==> src/rtl/event_counter_pkg.sv <==
// rtl/event_counter_pkg.sv - shared types and parameter check for multi_event_counter
package event_counter_pkg;

  typedef enum logic {CNT_WRAP, CNT_SAT} cnt_mode_e;

  // Terminal count must be reachable in WIDTH bits so count+1 never overflows.
  function automatic bit max_count_ok(input int width, input int max_count);
    return (width >= 1) && (width <= 31) && (max_count >= 1) &&
           (max_count <= (1 << width) - 1);
  endfunction

endpackage

==> src/rtl/pos_edge_det.sv <==
// rtl/pos_edge_det.sv - rising-edge detector, used when MULTI_EVENT_CNT_EDGE_DET_EN is defined
module pos_edge_det (
  input  logic clk,
  input  logic rst,
  input  logic sig,
  output logic edge_det
);

  logic r_sig_q;

  always_ff @(posedge clk) begin
    if (rst) r_sig_q <= 1'b0;
    else     r_sig_q <= sig;
  end

  assign edge_det = sig & ~r_sig_q;

endmodule

==> src/rtl/multi_event_counter.sv <==
// rtl/multi_event_counter.sv - N-channel event counter with wrap/saturate terminal count
// MULTI_EVENT_CNT_EDGE_DET_EN: count only rising edges of sig instead of every high cycle.
module multi_event_counter
  import event_counter_pkg::*;
#(
  parameter int N_CH      = 4,
  parameter int WIDTH     = 5,
  parameter int MAX_COUNT = 10
) (
  input  logic                       clk,
  input  logic                       rst,
  input  logic                       en,
  input  logic                       sat_mode,
  input  logic [N_CH-1:0]            sig,
  input  logic [N_CH-1:0]            clr,
  output logic [N_CH-1:0][WIDTH-1:0] count,
  output logic [N_CH-1:0]            max_reached,
  output logic [N_CH-1:0]            at_max,
  output logic                       any_max
);

  localparam logic [WIDTH-1:0] C_MAX = WIDTH'(MAX_COUNT);
  localparam logic [WIDTH-1:0] C_ONE = WIDTH'(1);

  if (!max_count_ok(WIDTH, MAX_COUNT)) begin : g_param_err
    $error("multi_event_counter: MAX_COUNT must be in 1..2**WIDTH-1");
  end

  cnt_mode_e       w_mode;
  logic [N_CH-1:0] w_ev;
  logic [N_CH-1:0] w_inc;
  logic [N_CH-1:0] w_max_nxt_vec;
  logic            r_any_max;

  assign w_mode = sat_mode ? CNT_SAT : CNT_WRAP;

`ifdef MULTI_EVENT_CNT_EDGE_DET_EN
  for (genvar i = 0; i < N_CH; i++) begin : g_edge
    pos_edge_det u_edge (
      .clk      (clk),
      .rst      (rst),
      .sig      (sig[i]),
      .edge_det (w_ev[i])
    );
  end
`else
  assign w_ev = sig;
`endif

  assign w_inc = {N_CH{en}} & w_ev;

  for (genvar i = 0; i < N_CH; i++) begin : g_ch
    logic [WIDTH-1:0] r_count;
    logic [WIDTH-1:0] w_count_nxt;
    logic             r_max;
    logic             w_max_nxt;

    // Priority: clear, then event; a held channel never re-pulses.
    always_comb begin
      w_count_nxt = r_count;
      w_max_nxt   = 1'b0;
      if (clr[i]) begin
        w_count_nxt = '0;
      end else if (w_inc[i]) begin
        if (r_count == C_MAX) begin
          if (w_mode == CNT_WRAP) begin
            w_count_nxt = '0;
            w_max_nxt   = 1'b1;
          end
        end else begin
          w_count_nxt = r_count + C_ONE;
          w_max_nxt   = (w_mode == CNT_SAT) && (w_count_nxt == C_MAX);
        end
      end
    end

    always_ff @(posedge clk) begin
      if (rst) begin
        r_count <= '0;
        r_max   <= 1'b0;
      end else begin
        r_count <= w_count_nxt;
        r_max   <= w_max_nxt;
      end
    end

    assign count[i]         = r_count;
    assign max_reached[i]   = r_max;
    assign at_max[i]        = (r_count == C_MAX);
    assign w_max_nxt_vec[i] = w_max_nxt;
  end

  // Registered from the same next-state terms so it lines up with max_reached.
  always_ff @(posedge clk) begin
    if (rst) r_any_max <= 1'b0;
    else     r_any_max <= |w_max_nxt_vec;
  end

  assign any_max = r_any_max;

endmodule
==> config.mk <==
export PLATFORM = sky130hd
export DESIGN_NAME = multi_event_counter
export DESIGN_NICKNAME = d
export VERILOG_FILES = /design/src/rtl/event_counter_pkg.sv /design/src/rtl/pos_edge_det.sv /design/src/rtl/multi_event_counter.sv
export SDC_FILE = /design/constraint.sdc
export NUM_CORES = 1
export LEC_CHECK = 0
export BUFFER_PORTS_ARGS = -buffer_cell sky130_fd_sc_hd__clkbuf_2
export CORE_MARGIN = 3
export CORE_UTILIZATION = 56
export CTS_CLUSTER_DIAMETER = 120
export CTS_CLUSTER_SIZE = 24
export DETAILED_ROUTE_END_ITERATION = 6
export PLACE_DENSITY = 0.84
export SLEW_MARGIN = 15
export SYNTH_ARGS = -nofsm -noshare
export SYNTH_HDL_FRONTEND = slang
export SYNTH_SLANG_ARGS = --single-unit
==> constraint.sdc <==
create_clock -name clk -period 2.6 [get_ports clk]
set_input_delay 0.39 -clock clk [delete_from_list [all_inputs] [get_ports clk]]
set_output_delay 0.39 -clock clk [all_outputs]
set_load 0.05 [all_outputs]
# [Word-level counts from Yosys, hierarchy flattened]
# Index checks and enable logic that the tools add are counted.
[totals] latchBits=0 in_bits=12 romBits=0 memories=0 regBits=25 mem_bits_rw=0
[classes] addsub=4 shifts=0 mux=19 eq_ne=12 n_mul=0 n_bitwise=1 n_lt_le_gt_ge=0 div=0 n_reduce_logical=13
[op_table] operator="== test 5 x 4 -> 1 bit (second input constant)" n=8
[op_table] operator="two-way mux 5 bit" n=5
[op_table] operator="adder 5 x 1 -> 5 bit (second input constant)" n=4
[op_table] operator="two-way mux 1 bit" n=14
[op_table] operator="inequality test 2 bit (second input constant)" n=4
[op_table] operator="AND reduction 2 bit" n=4
[op_table] operator="OR reduction 2 bit" n=4
[op_table] operator="bitwise AND 4 bit" n=1
[op_table] operator="logical AND 1 bit" n=4
[op_table] operator="OR reduction 4 bit" n=1

# [Depth between registers and ports, before layout]
[logic_depth] word_depth=7 ltp_mapped=7 mapped_depth_nobuf=7

# [Least setup slack after synthesis]
# Ideal clock, no wire load.
[synth_timing] path_type="register -> register" start="reg g_ch[1].r_count[1]" end="reg r_any_max (netlist: any_max)" stages_incl_launch_ff=7 period_less_slack_ns=2.163 setup_ns=0.138 arrival_time_ns=2.025 setup_slack_ns=0.437 cell_sequence="dfxtp_1 -> ha_1 -> nand4bb_4 -> inv_1 -> nor4_1 -> o21ai_0 -> a41oi_2"
[synth_via] word_cells_on_any_way=8 classes_between="1 x add/sub; 2 x eq/ne; 3 x mux; 2 x reduce/logical"
[synth_lines] item="start, declared" line_no="multi_event_counter.sv:53" source="logic [WIDTH-1:0] r_count;"
[synth_lines] item="start signal, assigned" line_no="multi_event_counter.sv:82" source="r_count <= w_count_nxt;"
[synth_lines] item="== test 5 x 4 -> 1 bit"
[synth_lines] item="net at_max[1]" line_no="multi_event_counter.sv:18" source="output logic [N_CH-1:0] at_max,"
[synth_lines] item="two-way mux 1 bit" line_no="multi_event_counter.sv:65" source="if (r_count == C_MAX) begin"
[synth_lines] item="two-way mux 1 bit" line_no="multi_event_counter.sv:64" source="end else if (w_inc[i]) begin"
[synth_lines] item="two-way mux 1 bit" line_no="multi_event_counter.sv:62" source="if (clr[i]) begin"
[synth_lines] item="OR reduction 4 bit" line_no="multi_event_counter.sv:96" source="else r_any_max <= |w_max_nxt_vec;"
[synth_lines] item="end signal, assigned" line_no="multi_event_counter.sv:96"
[synth_lines] item="end, declared" line_no="multi_event_counter.sv:33" source="logic r_any_max;"
# The timed path passes the listed nets, and every way through them passes these cells.
# A chain may end at the register's enable or synchronous reset.

# [Worst setup path after layout]
[layout_timing] start="reg g_ch[3].r_count[1]" end="out at_max[3]"
[layout_via] elab_chain_cells=1
[layout_lines] item="start, declared" line_no="multi_event_counter.sv:53"
[layout_lines] item="start signal, assigned" line_no="multi_event_counter.sv:82"
[layout_lines] item="== test 5 x 4 -> 1 bit" line_no="multi_event_counter.sv:89" source="assign at_max[i] = (r_count == C_MAX);"
[layout_lines] item="end, declared" line_no="multi_event_counter.sv:18"
# No other way between the ends.

==> summary.md <==
| Metric | Value |
|---|---|
| Num rows | `18` |
| # hold bufs at CTS | `0` |
| Yosys cell types | `32` |
| Initial Util | `61.84%` |
| Ys async rst share | `0%` |
| Reg2Reg Depth | `6` |
| Setup slack after layout | `243.3 ps` |
| Setup Skew | `7.032 ps` |
| N_diodes | `0` |
| Die Ht | `59.48 um` |
| Root Buffer | `clkbuf_4` |
| First-pass GRT wire length | `5.699 mm` |
| Vias per Instance | `5.751` |
| WL/cell | `13.28 um` |
| CP startpoint kind | `flip-flop` |
| R2R setup slack | `780 ps` |
| Via count | `1478` |
| Port buffer count | `40` |
| Crit path capture type | `primary output` |
| RSZ-0062 raised after global routing | `no` |
| Top cells by area, synth | `dfxtp_1 (31%), ha_1 (9.4%), nor3_1 (9.4%), a21oi_1 (6.3%), nand2_1 (3.8%)` |
| Clock-pin slew on the worst setup and hold paths | `140 ps` |
| Worst flop-to-flop path startpoint | `g_ch[3].r_count[1]` |
| Worst path required time | `2210 ps` |
| Routed wire length | `3.414 mm` |
| Max_cap viols | `0` |
| WHS | `325.9 ps` |
| Post-synthesis compound-gate area fraction | `13.98%` |
| Number of global-route vias before repair | `1293` |
| Syn nets | `222` |
| Post-synthesis mux area share | `0%` |
| Clock Latency Late Sink | `310 ps` |
| Synth Area in XOR/XNOR | `4.375%` |
| Num CTS Buffers | `3` |
| Achievable Freq | `424.3 MHz` |
| Full die area | `3537 um2` |
| Post-route setup TNS | `0 ps` |
| Chip width | `59.48 um` |
| Power, Total | `0.6225 mW` |
| Crit path kind | `flip-flop to primary output` |
| Gate Count Post-Synth | `198` |
| H-tree Lvls | `1` |
| Fin nets | `252` |
| Mapped Avg Cell Area | `8.089 um2` |
| Bufs and invs on worst path | `2` |
| Max stage delay cell, worst path | `nor4bb_1` |
| Crit path arrival time | `1970 ps` |
| PostCTS Resize Cnt | `0` |
| Setup Fix Bufs, Post-CTS | `0` |
| Outcome | `finished, final reports clean` |
| Worst slew pin tran | `579.3 ps` |
| Tcrit/Tclk final | `90.64%` |
| Yosys top cell area share | `31.25%` |
| WP depth | `4` |
| Hold_sp | `clr[2]` |
| Fraction of layout cells with a size suffix above 1 | `22.03%` |
| Largest family of logic cells by synthesized area | `simple AND/OR/NAND/NOR gates` |
| Slew headroom | `60.86%` |
| Leakage | `0.6725 nW` |
| Fillers | `214` |
| Most used DFF post-synth | `dfxtp_1` |
| Final Hold Vio Count | `0` |
| TritonRoute pass-1 iters | `4` |
| DRC Markers | `0` |
| R2R Path End | `g_ch[3].r_count[0]` |
| Setup slack at placement | `653.2 ps` |
| Area occupied by multi-input gates | `957.2 um2` |
| Slew Limit Fails | `0` |
| Gr usage total | `20.32%` |
| ANT nets after route | `0` |
| CP Max Fanout | `6` |
| Sequential area share after synthesis | `31.25%` |
| P per Cell Area | `352.4 nW/um2` |
| Initial DRC Count | `55` |
| Post-route minimum period | `2357 ps` |
| Adder-cell share of the synthesized area | `9.375%` |
| GPL Wtd Cong | `0.8194` |
| CTS tree | `built` |
| Reg area | `500.5 um2` |
| Total gr overflow | `0` |
| Number of synthesized flops with an enable pin | `0` |
| Critical Path End | `at_max[3]` |
| Boundary pin count | `41` |
| Post-Syn Area | `1602 um2` |
| Num Clock Sinks | `25` |
| Worst stage delay on the critical path | `540 ps` |
| Synth area leader | `dfxtp_1` |
| Clock Path Buffers | `2` |
| Largest net degree at the start of global routing | `26` |
| Critical path cell sequence | `ha_1 -> nor4bb_1 -> buf_4 -> clkbuf_2` |
| Crit path launch | `g_ch[3].r_count[1]` |
| CP top delay family | `simple AND/OR/NAND/NOR gates` |
| DP HPWL | `2.537 mm` |
| Core Area | `2590 um2` |
| Yosys reg bits | `25` |
| Simple-gate share of the synthesized area | `32.03%` |
| HP Class | `input pin to flip-flop` |
| Initial antenna violation count | `0` |
| Area Growth Syn to Fin | `10.31%` |
| Final setup violation count | `0` |
| Peak VDD IR | `0.2428 mV` |
| Synth warn | `0` |
-- cells in the mapped netlist, drive strengths merged (3+ instances only) --
cell type / count
buf: 12
nor3: 32
a21oi: 20
dfxtp: 25
nor2: 15
nand4: 4
a21o: 4
nor4: 6
xnor2: 6
ha: 12
or3: 4
o21ai: 4
clkbuf: 4
nand2: 16
inv: 9
nand4bb: 3
nand3: 9
-- registers in the layout, summed over array words and instances, names as in the netlist --
register,count
g_ch.r_max,4
any_max,1
g_ch.r_count,20
-- worst min-delay path by stage --
stage                         end  slack (ps)  cells after the start
6_report       g_ch[2].r_count[2]         330                      2
5_1_grt        g_ch[3].r_count[1]         320                      2
4_1_cts        g_ch[3].r_count[4]         320                      2
3_5_place_dp   g_ch[0].r_count[0]         550                      2
3_3_place_gp   g_ch[0].r_count[0]         540                      2
2_1_floorplan  g_ch[0].r_count[4]         470                      1
-- worst register-to-register path, delay by kind of cell (launching register included) --
kind,cells,cell delay [ps]
adders and majority gates,1,160
AOI/OAI and AO/OA,2,250
buffers and inverters,1,240
DFF,1,440
and+or+nand+nor,2,670
-- where the power goes --
group | leakage (nW) | internal [mW] | switching (mW)
Combinational | 0.457 | 0.0162 | 0.0415
Clock | 0.0139 | 0.0585 | 0.116
Sequential | 0.202 | 0.386 | 0.00475
-- layout by cell type, fill, tap and decap left out, types with 2 or more instances in the layout --
| cell type | Yosys | routed |
|---|---|---|
| nand4_1 | 4 | 4 |
| nor4_1 | 5 | 5 |
| inv_1 | 9 | 9 |
| a31oi_1 | 2 | 2 |
| a21o_1 | 4 | 4 |
| nor3_1 | 30 | 30 |
| a21oi_1 | 20 | 20 |
| o311a_1 | 2 | 2 |
| nor2_1 | 15 | 15 |
| xnor2_1 | 6 | 6 |
| nand2_1 | 16 | 16 |
| nand3_1 | 9 | 9 |
| o2111ai_1 | 2 | 2 |
| xor2_1 | 2 | 2 |
| nor3_4 | 2 | 2 |
| dfxtp_1 | 25 | 25 |
| ha_1 | 12 | 12 |
| or3_1 | 4 | 4 |
| nand4bb_1 | 2 | 2 |
| clkbuf_2 | 0 | 40 |
| clkbuf_4 | 0 | 3 |
| o21ai_1 | 3 | 3 |
-- metrics by stage --
stage               area (um2)  cells  utilization, %
detailed placement        1737    253           67.05
floorplan                 1602    198               -
finish                    1767    257           68.21
CTS                       1767    257           68.21
global placement          1737    253           67.05
global route              1767    257           68.21
-- layout make-up --
class / count / area share (%)
Tap cell: 30 / 2.125
Timing Repair Buffer: 41 / 11.76
Clock buffer: 3 / 1.275
Sequential cell: 25 / 28.33
Clock inverter: 1 / 0.4249
Multi-Input combinational cell: 148 / 54.18
Inverter: 9 / 1.912
-- logic make-up after synthesis --
logic type,Yosys count
xor+xnor,8
flops,25
simple gates,92
fa+ha+maj,12
buf+inv,25
compound gates,36
-- metal layers --
| layer | track usage [%] | vias up | share of wire [%] |
|---|---|---|---|
| li1 | - | 763 | - |
| met1 | 27.13 | 674 | 46 |
| met2 | 33.54 | 39 | 48 |
| met3 | 3.486 | 2 | 5.0 |
| met4 | 5.502 | 0 | 0.41 |
| met5 | 0 | - | 0 |
Power figures use the tool's default switching activity.
